==> config.mk <==
export PLATFORM = sky130hd
export DESIGN_NAME = hack_fetch_flat
export DESIGN_NICKNAME = d
export VERILOG_FILES = /design/src/rtl/hack_fetch_if.sv /design/src/rtl/hack_fetch.sv /design/src/flat_wrapper.sv
export SDC_FILE = /design/constraint.sdc
export NUM_CORES = 1
export LEC_CHECK = 0
export CELL_PAD_IN_SITES_DETAIL_PLACEMENT = 1
export CELL_PAD_IN_SITES_GLOBAL_PLACEMENT = 1
export CORE_MARGIN = 5
export CORE_UTILIZATION = 38
export DETAILED_ROUTE_END_ITERATION = 16
export GPL_TIMING_DRIVEN = 1
export PLACE_DENSITY = 0.81
export SYNTH_ARGS = -nofsm -noshare
export SYNTH_HDL_FRONTEND = slang
export SYNTH_SLANG_ARGS = --single-unit
==> constraint.sdc <==
create_clock -name clk -period 3.7 [get_ports clk]
set_clock_uncertainty 0.15 [all_clocks]
set_input_delay 0.37 -clock clk [delete_from_list [all_inputs] [get_ports clk]]
set_output_delay 0.37 -clock clk [all_outputs]
set_load 0.02 [all_outputs]
==> src/rtl/hack_fetch_if.sv <==
`default_nettype none
//============================================================================
// Module      : hack_fetch_if
// Description : Bus bundle for the Hack fetch stage. It carries the
//               instruction ROM address/data pair, the redirect request
//               from execute, and the valid/ready instruction handshake
//               toward decode.
// Revision    : 1.0 - initial release
//----------------------------------------------------------------------------
// Signals
//   rom_addr     fetch -> ROM     address; the ROM registers it internally
//   rom_data     ROM   -> fetch   word for the previous cycle's address
//   jump         exec  -> fetch   redirect request, this cycle
//   jump_target  exec  -> fetch   redirect address, used when jump=1
//   instr        fetch -> decode  instruction word
//   instr_pc     fetch -> decode  address of instr
//   instr_valid  fetch -> decode  instr/instr_pc valid
//   instr_ready  decode-> fetch   decode accepts on valid & ready
// Modports
//   master : the fetch stage itself
//   slave  : the environment (ROM, execute, decode)
//============================================================================
interface hack_fetch_if #(
    parameter int WIDTH = 16,
    parameter int DEPTH = 14
);
    logic [DEPTH-1:0] rom_addr;
    logic [WIDTH-1:0] rom_data;
    logic             jump;
    logic [DEPTH-1:0] jump_target;
    logic [WIDTH-1:0] instr;
    logic [DEPTH-1:0] instr_pc;
    logic             instr_valid;
    logic             instr_ready;

    modport master (
        output rom_addr,
        input  rom_data,
        input  jump,
        input  jump_target,
        output instr,
        output instr_pc,
        output instr_valid,
        input  instr_ready
    );

    modport slave (
        input  rom_addr,
        output rom_data,
        output jump,
        output jump_target,
        input  instr,
        input  instr_pc,
        input  instr_valid,
        output instr_ready
    );
endinterface
`default_nettype wire

==> src/rtl/hack_fetch.sv <==
`default_nettype none
//============================================================================
// Module      : hack_fetch
// Description : Instruction fetch stage of the Hack CPU. Owns the program
//               counter, drives the synchronous instruction ROM (one cycle
//               read latency), pairs each returned word with its address and
//               hands it to decode over valid/ready. A one-entry skid buffer
//               keeps a word that arrives while decode is stalled, so the ROM
//               pipeline never has to be replayed. Jumps redirect fetch and
//               discard anything not yet accepted.
// Revision    : 1.0 - initial release
//----------------------------------------------------------------------------
// Ports
//   clk   in   single clock, all state updates on the rising edge
//   rst   in   synchronous, active-high reset
//   bus   master modport of hack_fetch_if (ROM, redirect, decode handshake)
//============================================================================
module hack_fetch #(
    parameter int WIDTH = 16,
    parameter int DEPTH = 14
) (
    input  wire logic      clk,
    input  wire logic      rst,
    hack_fetch_if.master   bus
);

    //------------------------------------------------------------------------
    // State
    //------------------------------------------------------------------------
    // fetch_pc     : next sequential address to issue
    // inflight     : a ROM read was issued last cycle; its word is on rom_data
    // inflight_pc  : address of that in-flight word
    // skid_*       : word that arrived while decode was stalled
    logic [DEPTH-1:0] fetch_pc_q,    fetch_pc_d;
    logic             inflight_q,    inflight_d;
    logic [DEPTH-1:0] inflight_pc_q, inflight_pc_d;
    logic             skid_valid_q,  skid_valid_d;
    logic [WIDTH-1:0] skid_data_q,   skid_data_d;
    logic [DEPTH-1:0] skid_pc_q,     skid_pc_d;

    logic             instr_valid_w;
    logic             stall_w;
    logic             issue_w;
    logic [DEPTH-1:0] rom_addr_w;

    //------------------------------------------------------------------------
    // Output side
    //------------------------------------------------------------------------
    // The skid entry, when present, is always older than anything in flight
    // (the two are never both set), so it has priority on the output.
    always_comb begin
        instr_valid_w = skid_valid_q | inflight_q;
        if (skid_valid_q) begin
            bus.instr    = skid_data_q;
            bus.instr_pc = skid_pc_q;
        end else begin
            bus.instr    = bus.rom_data;
            bus.instr_pc = inflight_pc_q;
        end
        bus.instr_valid = instr_valid_w;
    end

    // A word is being held back this cycle.
    assign stall_w = instr_valid_w & ~bus.instr_ready;

    // Issue a new ROM read whenever the output slot will be free next cycle.
    // A jump always frees the slot because it discards whatever is pending.
    assign issue_w = bus.jump | ~stall_w;

    assign rom_addr_w   = bus.jump ? bus.jump_target : fetch_pc_q;
    assign bus.rom_addr = rom_addr_w;

    //------------------------------------------------------------------------
    // Next-state logic
    //------------------------------------------------------------------------
    always_comb begin
        fetch_pc_d    = fetch_pc_q;
        inflight_d    = inflight_q;
        inflight_pc_d = inflight_pc_q;
        skid_valid_d  = skid_valid_q;
        skid_data_d   = skid_data_q;
        skid_pc_d     = skid_pc_q;

        if (issue_w) begin
            // Either nothing is pending, the pending word is accepted this
            // cycle, or a jump throws it away: in every case the skid empties
            // and the freshly issued address becomes the in-flight word.
            inflight_d    = 1'b1;
            inflight_pc_d = rom_addr_w;
            fetch_pc_d    = rom_addr_w + DEPTH'(1);
            skid_valid_d  = 1'b0;
        end else begin
            // Stalled without a redirect. The ROM output only lasts one cycle,
            // so an in-flight word must be parked in the skid now. fetch_pc
            // already points past it, so the successor is fetched on release.
            inflight_d = 1'b0;
            if (inflight_q) begin
                skid_valid_d = 1'b1;
                skid_data_d  = bus.rom_data;
                skid_pc_d    = inflight_pc_q;
            end
        end
    end

    //------------------------------------------------------------------------
    // State register
    //------------------------------------------------------------------------
    always_ff @(posedge clk) begin
        if (rst) begin
            fetch_pc_q    <= '0;
            inflight_q    <= 1'b0;
            inflight_pc_q <= '0;
            skid_valid_q  <= 1'b0;
            skid_data_q   <= '0;
            skid_pc_q     <= '0;
        end else begin
            fetch_pc_q    <= fetch_pc_d;
            inflight_q    <= inflight_d;
            inflight_pc_q <= inflight_pc_d;
            skid_valid_q  <= skid_valid_d;
            skid_data_q   <= skid_data_d;
            skid_pc_q     <= skid_pc_d;
        end
    end

    // The single skid entry relies on never holding two words at once.
    a_skid_inflight_exclusive : assert property (
        @(posedge clk) disable iff (rst) !(skid_valid_q && inflight_q)
    );

endmodule
`default_nettype wire

==> src/flat_wrapper.sv <==
// flat-port wrapper written by rule: the top's interface ports become plain ports
module hack_fetch_flat 
#(
    parameter int WIDTH = 16,
    parameter int DEPTH = 14
)
  (clk, rst, bus_rom_addr, bus_rom_data, bus_jump, bus_jump_target, bus_instr, bus_instr_pc, bus_instr_valid, bus_instr_ready);
  hack_fetch_if #(.WIDTH(WIDTH), .DEPTH(DEPTH)) bus_i ();
  input  wire logic clk;
  input  wire logic rst;
  output wire logic [$bits(bus_i.rom_addr)-1:0] bus_rom_addr;
  input wire logic [$bits(bus_i.rom_data)-1:0] bus_rom_data;
  input wire logic [$bits(bus_i.jump)-1:0] bus_jump;
  input wire logic [$bits(bus_i.jump_target)-1:0] bus_jump_target;
  output wire logic [$bits(bus_i.instr)-1:0] bus_instr;
  output wire logic [$bits(bus_i.instr_pc)-1:0] bus_instr_pc;
  output wire logic [$bits(bus_i.instr_valid)-1:0] bus_instr_valid;
  input wire logic [$bits(bus_i.instr_ready)-1:0] bus_instr_ready;
  assign bus_rom_addr = bus_i.rom_addr;
  assign bus_i.rom_data = bus_rom_data;
  assign bus_i.jump = bus_jump;
  assign bus_i.jump_target = bus_jump_target;
  assign bus_instr = bus_i.instr;
  assign bus_instr_pc = bus_i.instr_pc;
  assign bus_instr_valid = bus_i.instr_valid;
  assign bus_i.instr_ready = bus_instr_ready;
  hack_fetch #(.WIDTH(WIDTH), .DEPTH(DEPTH)) u_core (.clk(clk), .rst(rst), .bus(bus_i));
endmodule
-- Word-level counts from Yosys, hierarchy flattened
Index checks and enable logic that the tools add are counted.
- memory bits (writable): 0
- flip-flop bits (word level): 60
- memories: 0
- memory bits (read-only): 0
- bits in latches: 0
- output and inout port bits: 45
- bitwise logic cells: 6
- muxes and demuxes: 4
- multiply operators: 0
- reduce and logical (&&, ||, !) cells: 2
- $add $sub $neg: 1
- shift-type cells: 0
- equal/unequal tests: 0
- div/mod/pow operators: 0
- order comparisons: 0
- operators with widths (cell ; count):
    $mux 14 ; 2
    $mux 16 ; 1
    $add 14x1->14 const B ; 1
    $not 1->1 ; 3
    $or 1x1->1 ; 2
    $reduce_and 2->1 ; 1
    $reduce_or 2->1 ; 1
    $and 1x1->1 ; 1
    $mux 1 ; 1

-- Longest topological paths before layout
Gate-level depths: netlist of the first run.
- depth in word-level cells: 6
- depth in mapped cells: 7
- depth with buffers taken out: 5

-- Least setup slack after synthesis of the first run
No wires, ideal clock.
- kind: input -> register
- start: in bus_jump
- end: reg u_core.fetch_pc_q[8]
- path slack: 1.500 ns
- arrival time: 1.933 ns
- cell stages on the path: 7
- setup time: 0.117 ns
- path through: buf_6 > buf_2 > mux2_2 > ha_1 > o211a_1 > a21o_1 > a32o_1
- longest elaborated chain between the ends: 2
- elaborated cells between the ends (all ways): 3
- those cells by class: add/sub (1); mux (1); bitwise (1)
- RTL lines (what ; line ; RTL):
    start: declaration ; flat_wrapper.sv:13 ; input wire logic [$bits(bus_i.jump)-1:0] bus_jump;
    $mux 14 ; hack_fetch.sv:70 ; assign rom_addr_w = bus.jump ? bus.jump_target : fetch_pc_q;
    named net bus_rom_addr[0] ; flat_wrapper.sv:11 ; output wire logic [$bits(bus_i.rom_addr)-1:0] bus_rom_addr;
    $add 14x1->14 ; hack_fetch.sv:90 ; fetch_pc_d = rom_addr_w + DEPTH'(1);
    end signal: assignment ; hack_fetch.sv:117 ; fetch_pc_q <= fetch_pc_d;
    end: declaration ; hack_fetch.sv:34 ; logic [DEPTH-1:0] fetch_pc_q, fetch_pc_d;
The timed path passes the listed nets, and every way through them passes these cells.
A chain may end at the register's enable or synchronous reset.

-- Worst setup path in the final report of the first run
- start: in bus_jump
- end: out bus_rom_addr[13]
- longest elaborated chain between the ends: 1
- RTL lines (what ; line):
    $mux 14 ; hack_fetch.sv:70
    end: declaration ; flat_wrapper.sv:11
Every way passes these cells.

==> results of run 1 <==
metal layers:
metal  GRT usage  wire (um)  vias to the layer above
met3     0.04742        384                       11
met2      0.2939       4071                       79
met1      0.2262       4169                     1378
met5           0          0                        -
met4     0.05567        106                        0
li1            -          -                     1380
path summary, 6_finish.rpt:
path | startpoint | end | slack, ns | cells after the start
hold / removal | u_core.skid_pc_q[8] | u_core.skid_pc_q[8] | 0.30 | 2
setup / recovery | bus_jump | bus_rom_addr[13] | 0.98 | 5
hold reg to reg | u_core.skid_pc_q[8] | u_core.skid_pc_q[8] | 0.30 | 2
setup reg to reg | u_core.fetch_pc_q[1] | u_core.fetch_pc_q[6] | 1.78 | 5
power by group:
| group | switching (W) | internal [W] |
|---|---|---|
| logic | 0.000181 | 0.000168 |
| clock network | 0.000245 | 0.000274 |
| registers | 0.0000271 | 0.000682 |
| total | 0.000453 | 0.00112 |
synth_stat cells, types with 3 or more instances:
cell type and n:
a211oi_1 7, o21ai_1 3, nand2_1 77, buf_2 9
a21oi_1 42, a311o_1 3, clkbuf_1 10, nand3_1 6
inv_2 3, nand4_1 7, nor2_1 20, nor3_1 9
nand3b_1 5, buf_1 3, mux2_2 38, nand4b_1 4
dfxtp_1 60
worst max-delay path, cell delays in order:
cell and delay, ns:
clkdlybuf4s50_1 0.45, buf_4 0.31, mux2i_2 0.39, inv_1 0.11, clkdlybuf4s50_1 0.56
placed cells by master, fill, tap and decap left out, drive strengths merged, types with 5 or more instances in the layout:
master / instances
nand2: 78
clkdlybuf4s50: 77
dfxtp: 60
a21oi: 42
mux2: 41
nor2: 23
clkbuf: 13
nor3: 9
a211oi: 8
nand4: 7
nand3: 6
buf: 6
nand3b: 5
o21ai: 5
cell families after synthesis:
kind of cell | Yosys count
buffers and inverters | 28
AND/OR/NAND/NOR | 139
flip-flops | 60
XOR/XNOR | 3
adder cells (fa/ha/maj) | 1
AO/OA/AOI/OAI | 74
multiplexers | 44
flip-flops by register name, summed over array words and instances, names as in the netlist:
name                  count
u_core.skid_valid_q       1
u_core.inflight_pc_q     14
u_core.skid_data_q       16
u_core.fetch_pc_q        14
u_core.inflight_q         1
u_core.skid_pc_q         14
cell type report:
cell class,instances,area (um^2),share of cell area
multi-input cells,261,1660,0.4165
flip-flops and latches,60,1201,0.3013
repair buffers,83,813.3,0.2040
clock buffers,13,158.9,0.03986
well taps,102,127.6,0.03201
inverters,4,15.01,0.003766
clock inverters,2,10.01,0.002511
metrics by stage:
step	area (um^2)	hold WS, ns	power, W	worst slack (ns)
finish	3986	0.3038	0.001578	0.9793
global route	3986	0.3240	0.001652	0.8766
CTS	3986	0.3062	0.001593	0.9878
detailed placement	3817	0.2972	0.001072	0.9511
global placement	3817	0.2881	0.001063	1.014
floorplan	2993	0.2829	0.0009158	1.500
==> flow_summary_export.csv, run 1 <==
group,metric,value,unit
grt,grt_overflow,0,
routing,wl,8732,um
run_status,outcome,"complete, no violations",
synthesis,ys_ff_latch,60,
sta,tightest_slew,1.046,ns
setup_path,critical_path_class,"in2out",
setup_path,end_kind,"output port",
sta,drv_slew,0,
die,core,0.007687,mm^2
place,port_buffers,78,
synthesis,syn_nets,384,
synthesis,synth_top_area_frac,0.4013,
sta,final.setup.tns,0,ns
synthesis,synth_cell_types,51,
die,row_count,32,
place,place.gp.congestion,0.7858,
grt,track_usage,0.1780,
place,dp_hpwl,6151,um
clocking,clk_pin_slew,0.06,ns
synthesis,synth-seq-area-share,0.4013,
routing,drc_errors,0,
clocking,post_cts_resized,0,
cells_and_area,area_delta_synth_final,33.19,%
cells_and_area,drive_gt1_frac,0.1655,
routing,drt_iter0_drc,90,
grt,grt_max_degree,53,
routing,via_per_inst,5.425,
clocking,clock-sinks,60,
die,ios,79,
setup_path,crit_required,3.18,ns
sta,hold_viol,0,
synthesis,synth_top_family_by_area,"simple AND/OR/NAND/NOR gates",
cells_and_area,finish.net_count,454,
routing,drt_first_pass_iters,4,
clocking,cts_inserted_buffers,9,
grt,antenna_found_initial,0,
sta,finalSetupViolations,0,
die,start_util,0.3893,
routing,ant_nets,0,
cells_and_area,nFillCells,917,
cells_and_area,fin_util,0.5186,
grt,grt_pass1_wl,14350,um
die,die_h,98.75,um
routing,vias,2848,
clocking,tritoncts,"built",
sta,layout_min_cycle_time,2.721,ns
clocking,clk_path_buf_depth,2,
setup_path,start_kind,"input pin",
synthesis,netlist_instances,349,
clocking,cts_setup_buffers,0,
synthesis,async_flop_share,0,
cells_and_area,fin_cells,525,
setup_path,critPathMaxFanout,28,
setup_path,critPathArrivalTime,2.20,ns
die,die_area,0.009751,mm^2
synthesis,avgSynthCellArea,8.576,um^2
clocking,root_buffer,"clkbuf_8",
synthesis,synthXorXnorAreaFrac,0.008779,
min_path,hold_path_class,"reg2reg",
die,die_w,98.75,um
synthesis,synth_compound_area_frac,0.1601,
grt,grt_pass1_vias,2878,
synthesis,syn-cell-area,0.002993,mm^2
synthesis,yosysTopAreaCell,"dfxtp_1",
synthesis,synth_flop_cell,"dfxtp_1",
synthesis,synthAdderAreaFrac,0.004181,
clocking,h-tree-depth,3,
clocking,hold_buffers,0,
pwr,irDropWorstVdd,0.2063,mV
synthesis,muxShareOfSynthArea,0.1681,
place,placed_cells,510,
clocking,clock_latency,0.33,ns
routing,wire_per_inst,16.63,um
cells_and_area,antennaDiodeCount,0,
run,maxCapViolCount,0,
synthesis,ys_warn_count,0,
sta,fmaxAchievable,367.6,MHz
synthesis,synth_area_leaders,"dfxtp_1, mux2_2, nand2_1",
pwr,cellLeakagePower,1.473,nW
synthesis,synth-simple-area-share,0.2136,
pwr,p_per_area,395.8,mW/mm^2
sta,finalCritPeriodShare,0.7353,
sta,grt_setup_unrepaired,"no",
sta,slew_headroom,0.3011,
synthesis,synth_edf_count,0,
No activity file was read; power rests on OpenSTA's default activity.
==> inputs of run 2 (changes only) <==
- CORE_UTILIZATION: 38 -> 32
- PLACE_DENSITY: 0.81 -> 0.73
- clock period: 3.7 -> 2.2 ns (I/O delays scaled with it)
==> run 2 against run 1 <==
- flip-flop and latch count is the same
- first-iteration DRC count rose by 2.2%
- final cell count increased by 8.8%
- sequential power is 68% higher
- critical path depth decreased by 2
- clock-buffer cell count decreased by 1
- critical path type is now reg2out
- wire length rose by 6.9%
- clock power grew 110%
- utilization fell by 4.3 points
- critical endpoint is now bus_instr[1]
==> flow_summary_export.csv, run 2 (synthesis results as in run 1) <==
group,metric,value,unit
min_path,hold_path_class,"in2reg",
pwr,irDropWorstVdd,0.2594,mV
sta,hold_viol,0,
routing,ant_nets,0,
setup_path,cp_num_cells,3,
clocking,root_buffer,"clkbuf_8",
cells_and_area,largest_reg_flops,16,
routing,via_per_inst,5.205,
die,start_util,0.3254,
clocking,h-tree-depth,3,
cells_and_area,antennaDiodeCount,0,
cells_and_area,area_delta_synth_final,46.07,%
cells_and_area,fin_area,0.004372,mm^2
grt,grt_pass1_vias,3217,
setup_path,critPathLaunch,"u_core.skid_valid_q",
setup_path,critPathMaxFanout,15,
routing,drt_first_pass_iters,4,
die,die_h,106.7,um
setup_path,critical_path_class,"reg2out",
grt,grt_overflow,0,
setup_path,reg2regPathDepth,5,
min_path,holdPathStages,2,
clocking,clk_path_buf_depth,2,
grt,use_met2,0.2864,
pwr,total_power,0.002942,W
routing,wire_per_inst,16.35,um
run,maxCapViolCount,0,
die,die_area,0.01139,mm^2
grt,busiest_layer,"met2",
clocking,tritoncts,"built",
setup_path,rrSetupSlack,0.34,ns
clocking,clock_latency,0.32,ns
die,die_w,106.7,um
pwr,cellLeakagePower,1.739,nW
grt,grt_pass1_wl,15690,um
sta,setup_ws,0.06873,ns
clocking,cts_inserted_buffers,9,
sta,tightest_slew,0.5927,ns
pwr,p_per_area,673.0,mW/mm^2
clocking,hold_buffers,0,
cells_and_area,mostFrequentLayoutCells,"nand2_1, clkdlybuf4s50_1, dfxtp_1, a21oi_1, mux2_2",
setup_path,r2r_start,"u_core.fetch_pc_q[0]",
sta,layout_min_cycle_time,2.131,ns
setup_path,path_buf_inv,2,
cells_and_area,nFillCells,1108,
setup_path,endpoint,"bus_instr[1]",
place,placed_area,0.004141,mm^2
clocking,clk_pin_slew,0.07,ns
cells_and_area,final_common_cell,"nand2_1",
sta,slew_headroom,0.6049,
setup_path,r2r_end,"u_core.fetch_pc_q[6]",
setup_path,crit_required,1.83,ns
die,ios,79,
grt,antenna_found_initial,0,
sta,finalCritPeriodShare,0.9688,
setup_path,critPathTopFamily,"buffers and inverters",
setup_path,critPathArrivalTime,1.76,ns
setup_path,path_cells,"buf_12 > mux2_2 > clkdlybuf4s50_1",
sta,grt_setup_unrepaired,"no",
cells_and_area,finish.net_count,490,
place,pre_cts_ws,-0.1790,ns
clocking,clock-sinks,60,
routing,drt_iter0_drc,92,
place,port_buffers,78,
grt,track_usage,0.1684,
setup_path,start_kind,"flop",
setup_path,end_kind,"output port",
grt,use_met1,0.2094,
die,row_count,35,
sta,drv_slew,0,
grt,grt_max_degree,35,
setup_path,slowest_delay,0.54,ns
sta,finalSetupViolations,0,
cells_and_area,drive_gt1_frac,0.2348,
routing,drc_errors,0,
routing,vias,2972,
cells_and_area,regMostFlops,"u_core.skid_data_q",
setup_path,crit_path_top_delay_cell,"clkdlybuf4s50_1",
sta,fmaxAchievable,469.2,MHz
grt,grt.met3_usage,0.03432,
place,place.gp.congestion,0.7948,
place,dp_hpwl,6750,um
die,core,0.009196,mm^2
run_status,outcome,"complete, no violations",
routing,wl,9336,um
sta,final.setup.tns,0,ns
## run 2: changes by cell type in the layout (fill, tap and decap cells not counted), sizes merged
cell | before | now
clkinv | 2 | 1
clkinvlp | 0 | 1
dlygate4sd2 | 0 | 17
bufbuf | 0 | 1
clkbuf | 13 | 12
buf | 6 | 41
bufinv | 0 | 2
clkdlybuf4s50 | 77 | 60
## run 2: area by class of cell
class,instances,area (um^2),area share
sequential,60,1202,0.2750
timing repair buffer,119,1137,0.2602
inverter,4,15.01,0.003434
tap,111,138.9,0.03177
clock buffer,12,145.1,0.03320
clock inverter,4,72.57,0.01660
multi-input combinational,261,1660,0.3798
## run 2: where the power goes
part / internal, W / total, W / switching, W
clock network: 0.000668 / 0.00110 / 0.000430
logic: 0.000330 / 0.000650 / 0.000320
registers: 0.00115 / 0.00119 / 0.0000463
## run 2: through the flow
step / hold WS [ns] / std cells / util
floorplan: 0.2060 / 349 / -
global placement: 0.2880 / 554 / 0.4503
detailed placement: 0.2969 / 554 / 0.4503
CTS: 0.2371 / 571 / 0.4754
global route: 0.2599 / 571 / 0.4754
finish: 0.2647 / 571 / 0.4754
## run 2: worst min-delay path by stage
| stage | start | slack [ns] | endpoint |
|---|---|---|---|
| 2_1_floorplan | bus_rom_data[0] | 0.21 | u_core.skid_data_q[0] |
| 3_3_place_gp | u_core.skid_pc_q[0] | 0.29 | u_core.skid_pc_q[0] |
| 3_5_place_dp | u_core.skid_pc_q[6] | 0.30 | u_core.skid_pc_q[6] |
| 4_1_cts | rst | 0.24 | u_core.inflight_pc_q[12] |
| 5_1_grt | rst | 0.26 | u_core.skid_pc_q[13] |
| 6_report | rst | 0.26 | u_core.skid_pc_q[12] |
## run 2: layer usage
layer	up-vias	part of all wire
met2	87	0.47
met4	0	0.019
li1	1455	-
met5	-	0
met1	1412	0.46
met3	18	0.049
## run 2: repair_timing
action / in CTS / in global routing
setup buffers: 0 / 0
endpoints found under the setup margin: 44 / 0
gates resized for setup: 18 / 0
## run 2: worst reg2reg max path, stage by stage (launching register included)
cell and delay (ns):
dfxtp_1 0.41, mux2_2 0.20, ha_1 0.20, o2111a_1 0.26, or4b_1 0.45, o311ai_1 0.10
==> inputs of run 3 (changes only) <==
- PLACE_DENSITY: 0.73 -> 0.8
- SETUP_SLACK_MARGIN: unset -> 0.5
==> run 3 against run 2 <==
- critical path depth is the same
- flip-flop and latch count unchanged
- utilization up 2.5 points
- combinational power increased by 11%
- final cell count fell by 0.88%
- die area did not move
- sequential share of layout area is 1.3 points lower
- largest power group unchanged
- non-clock buffer count shrank 2
- wire length is 4.2% higher
==> flow_summary_export.csv, run 3 (synthesis results as in run 1) <==
group,metric,value,unit
setup_path,critPathArrivalTime,1.41,ns
routing,wl,9726,um
die,core,0.009196,mm^2
place,placed_cells,546,
sta,grt_setup_unrepaired,"yes",
cells_and_area,regMostFlops,"u_core.skid_data_q",
clocking,clk_pin_slew,0.06,ns
sta,drv_slew,0,
cells_and_area,mostFrequentLayoutCells,"nand2_1, dfxtp_1, a21oi_1, mux2_4, buf_6",
clocking,hold_buffers,0,
die,die_area,0.01139,mm^2
routing,wire_per_inst,17.18,um
min_path,hold_path_class,"reg2reg",
cells_and_area,antennaDiodeCount,0,
routing,drt_first_pass_iters,4,
sta,fmaxAchievable,562.6,MHz
setup_path,r2r_end,"u_core.fetch_pc_q[6]",
sta,final.setup.tns,0,ns
place,place.gp.congestion,0.8642,
clocking,tritoncts,"built",
clocking,clock_latency,0.33,ns
setup_path,critPathMaxFanout,7,
clocking,cts_inserted_buffers,9,
routing,drt_iter0_drc,69,
cells_and_area,fin_area,0.004601,mm^2
pwr,irDropWorstVdd,0.2166,mV
setup_path,r2r_start,"u_core.skid_valid_q",
sta,finalCritPeriodShare,0.8079,
clocking,clk_path_buf_depth,2,
die,start_util,0.3254,
cells_and_area,drive_gt1_frac,0.3253,
setup_path,rrSetupSlack,0.47,ns
grt,grt_max_degree,42,
routing,ant_nets,0,
pwr,total_power,0.002848,W
cells_and_area,final_common_cell,"nand2_1",
min_path,min_from,"u_core.skid_pc_q[5]",
routing,via_per_inst,5.279,
setup_path,critical_path_class,"reg2out",
routing,vias,2988,
clocking,clock-sinks,60,
pwr,p_per_area,619.0,mW/mm^2
routing,drc_errors,0,
cells_and_area,area_delta_synth_final,53.72,%
die,ios,79,
die,die_w,106.7,um
grt,grt_pass1_wl,15530,um
die,die_h,106.7,um
run,maxCapViolCount,0,
grt,grt_overflow,0,
cells_and_area,finish.net_count,488,
cells_and_area,fin_cells,566,
run_status,outcome,"complete, no violations",
place,placed_area,0.004101,mm^2
pwr,cellLeakagePower,1.888,nW
grt,antenna_found_initial,0,
grt,track_usage,0.1675,
sta,tightest_slew,0.7061,ns
cells_and_area,largest_reg_flops,16,
setup_path,crit_required,1.83,ns
setup_path,end_kind,"output port",
place,dp_hpwl,6645,um
sta,hold_viol,0,
min_path,holdPathStages,2,
die,row_count,35,
clocking,h-tree-depth,3,
setup_path,start_kind,"flop",
sta,finalSetupViolations,0,
place,port_buffers,78,
sta,layout_min_cycle_time,1.777,ns
setup_path,reg2regPathDepth,6,
sta,slew_headroom,0.5293,
clocking,root_buffer,"clkbuf_8",
min_path,holdPathEnd,"u_core.skid_pc_q[5]",
grt,grt_pass1_vias,3077,
run 3: changes by cell type in the layout (fill, tap and decap cells not counted), sizes merged, moves of 2 or more:
cell	delta
buf	+28
clkbuf	+2
clkdlybuf4s15	+4
dlygate4sd2	-8
clkdlybuf4s50	-29
run 3: routing by layer:
metal / vias up / wire length (um) / global-route usage
met5: - / 0 / 0
met4: 0 / 76 / 0.04292
met3: 7 / 456 / 0.03974
met2: 82 / 4735 / 0.2837
met1: 1454 / 4457 / 0.2141
li1: 1445 / - / -
run 3: how the worst max path moves through the flow:
stage | startpoint | end | slack [ns] | cells after the start
6_report | u_core.skid_valid_q | bus_instr_pc[7] | 0.42 | 3
5_1_grt | u_core.skid_valid_q | bus_instr_pc[13] | 0.39 | 3
4_1_cts | u_core.skid_valid_q | bus_instr_pc[1] | 0.30 | 3
3_5_place_dp | bus_jump | u_core.fetch_pc_q[8] | -0.09 | 7
3_3_place_gp | bus_jump | bus_rom_addr[6] | -0.05 | 4
2_1_floorplan | bus_jump | u_core.fetch_pc_q[8] | 0.40 | 7
run 3: area by class of cell:
cell class,instances,area [um^2]
Clock buffer,10,137.6
Clock inverter,3,40.04
Fill cell,1056,4596
Inverter,4,17.52
Multi-Input combinational cell,261,1861
Sequential cell,60,1205
Tap cell,111,138.9
Timing Repair Buffer,117,1201
run 3: worst max-delay path, stage by stage (launching register included):
cell and delay [ns]:
dfxtp_4 0.44, clkbuf_16 0.19, mux2_4 0.31, buf_6 0.14
run 3: metrics by stage:
step	hold WS, ns	setup WS (ns)	util
2_1_floorplan	0.2060	0.4001	-
5_1_grt	0.3296	0.3857	0.5003
4_1_cts	0.2949	0.2982	0.4724
6_report	0.3070	0.4226	0.5003
3_3_place_gp	0.2879	-0.05317	0.4460
3_5_place_dp	0.2976	-0.09209	0.4460
run 3: report_power, final:
part | internal, W | leakage, nW | total, W | switching [W]
clock network | 0.000531 | 0.0939 | 0.000931 | 0.000400
registers | 0.00115 | 0.492 | 0.00120 | 0.0000513
logic | 0.000373 | 1.30 | 0.000719 | 0.000346
run 3: what timing repair did:
item	4_1_cts	5_1_grt
hold endpoints to repair	0	0
pin swaps	1	0
gates resized for setup	131	136
setup endpoints to repair	73	51
buffers inserted	3	0
cloned	2	2
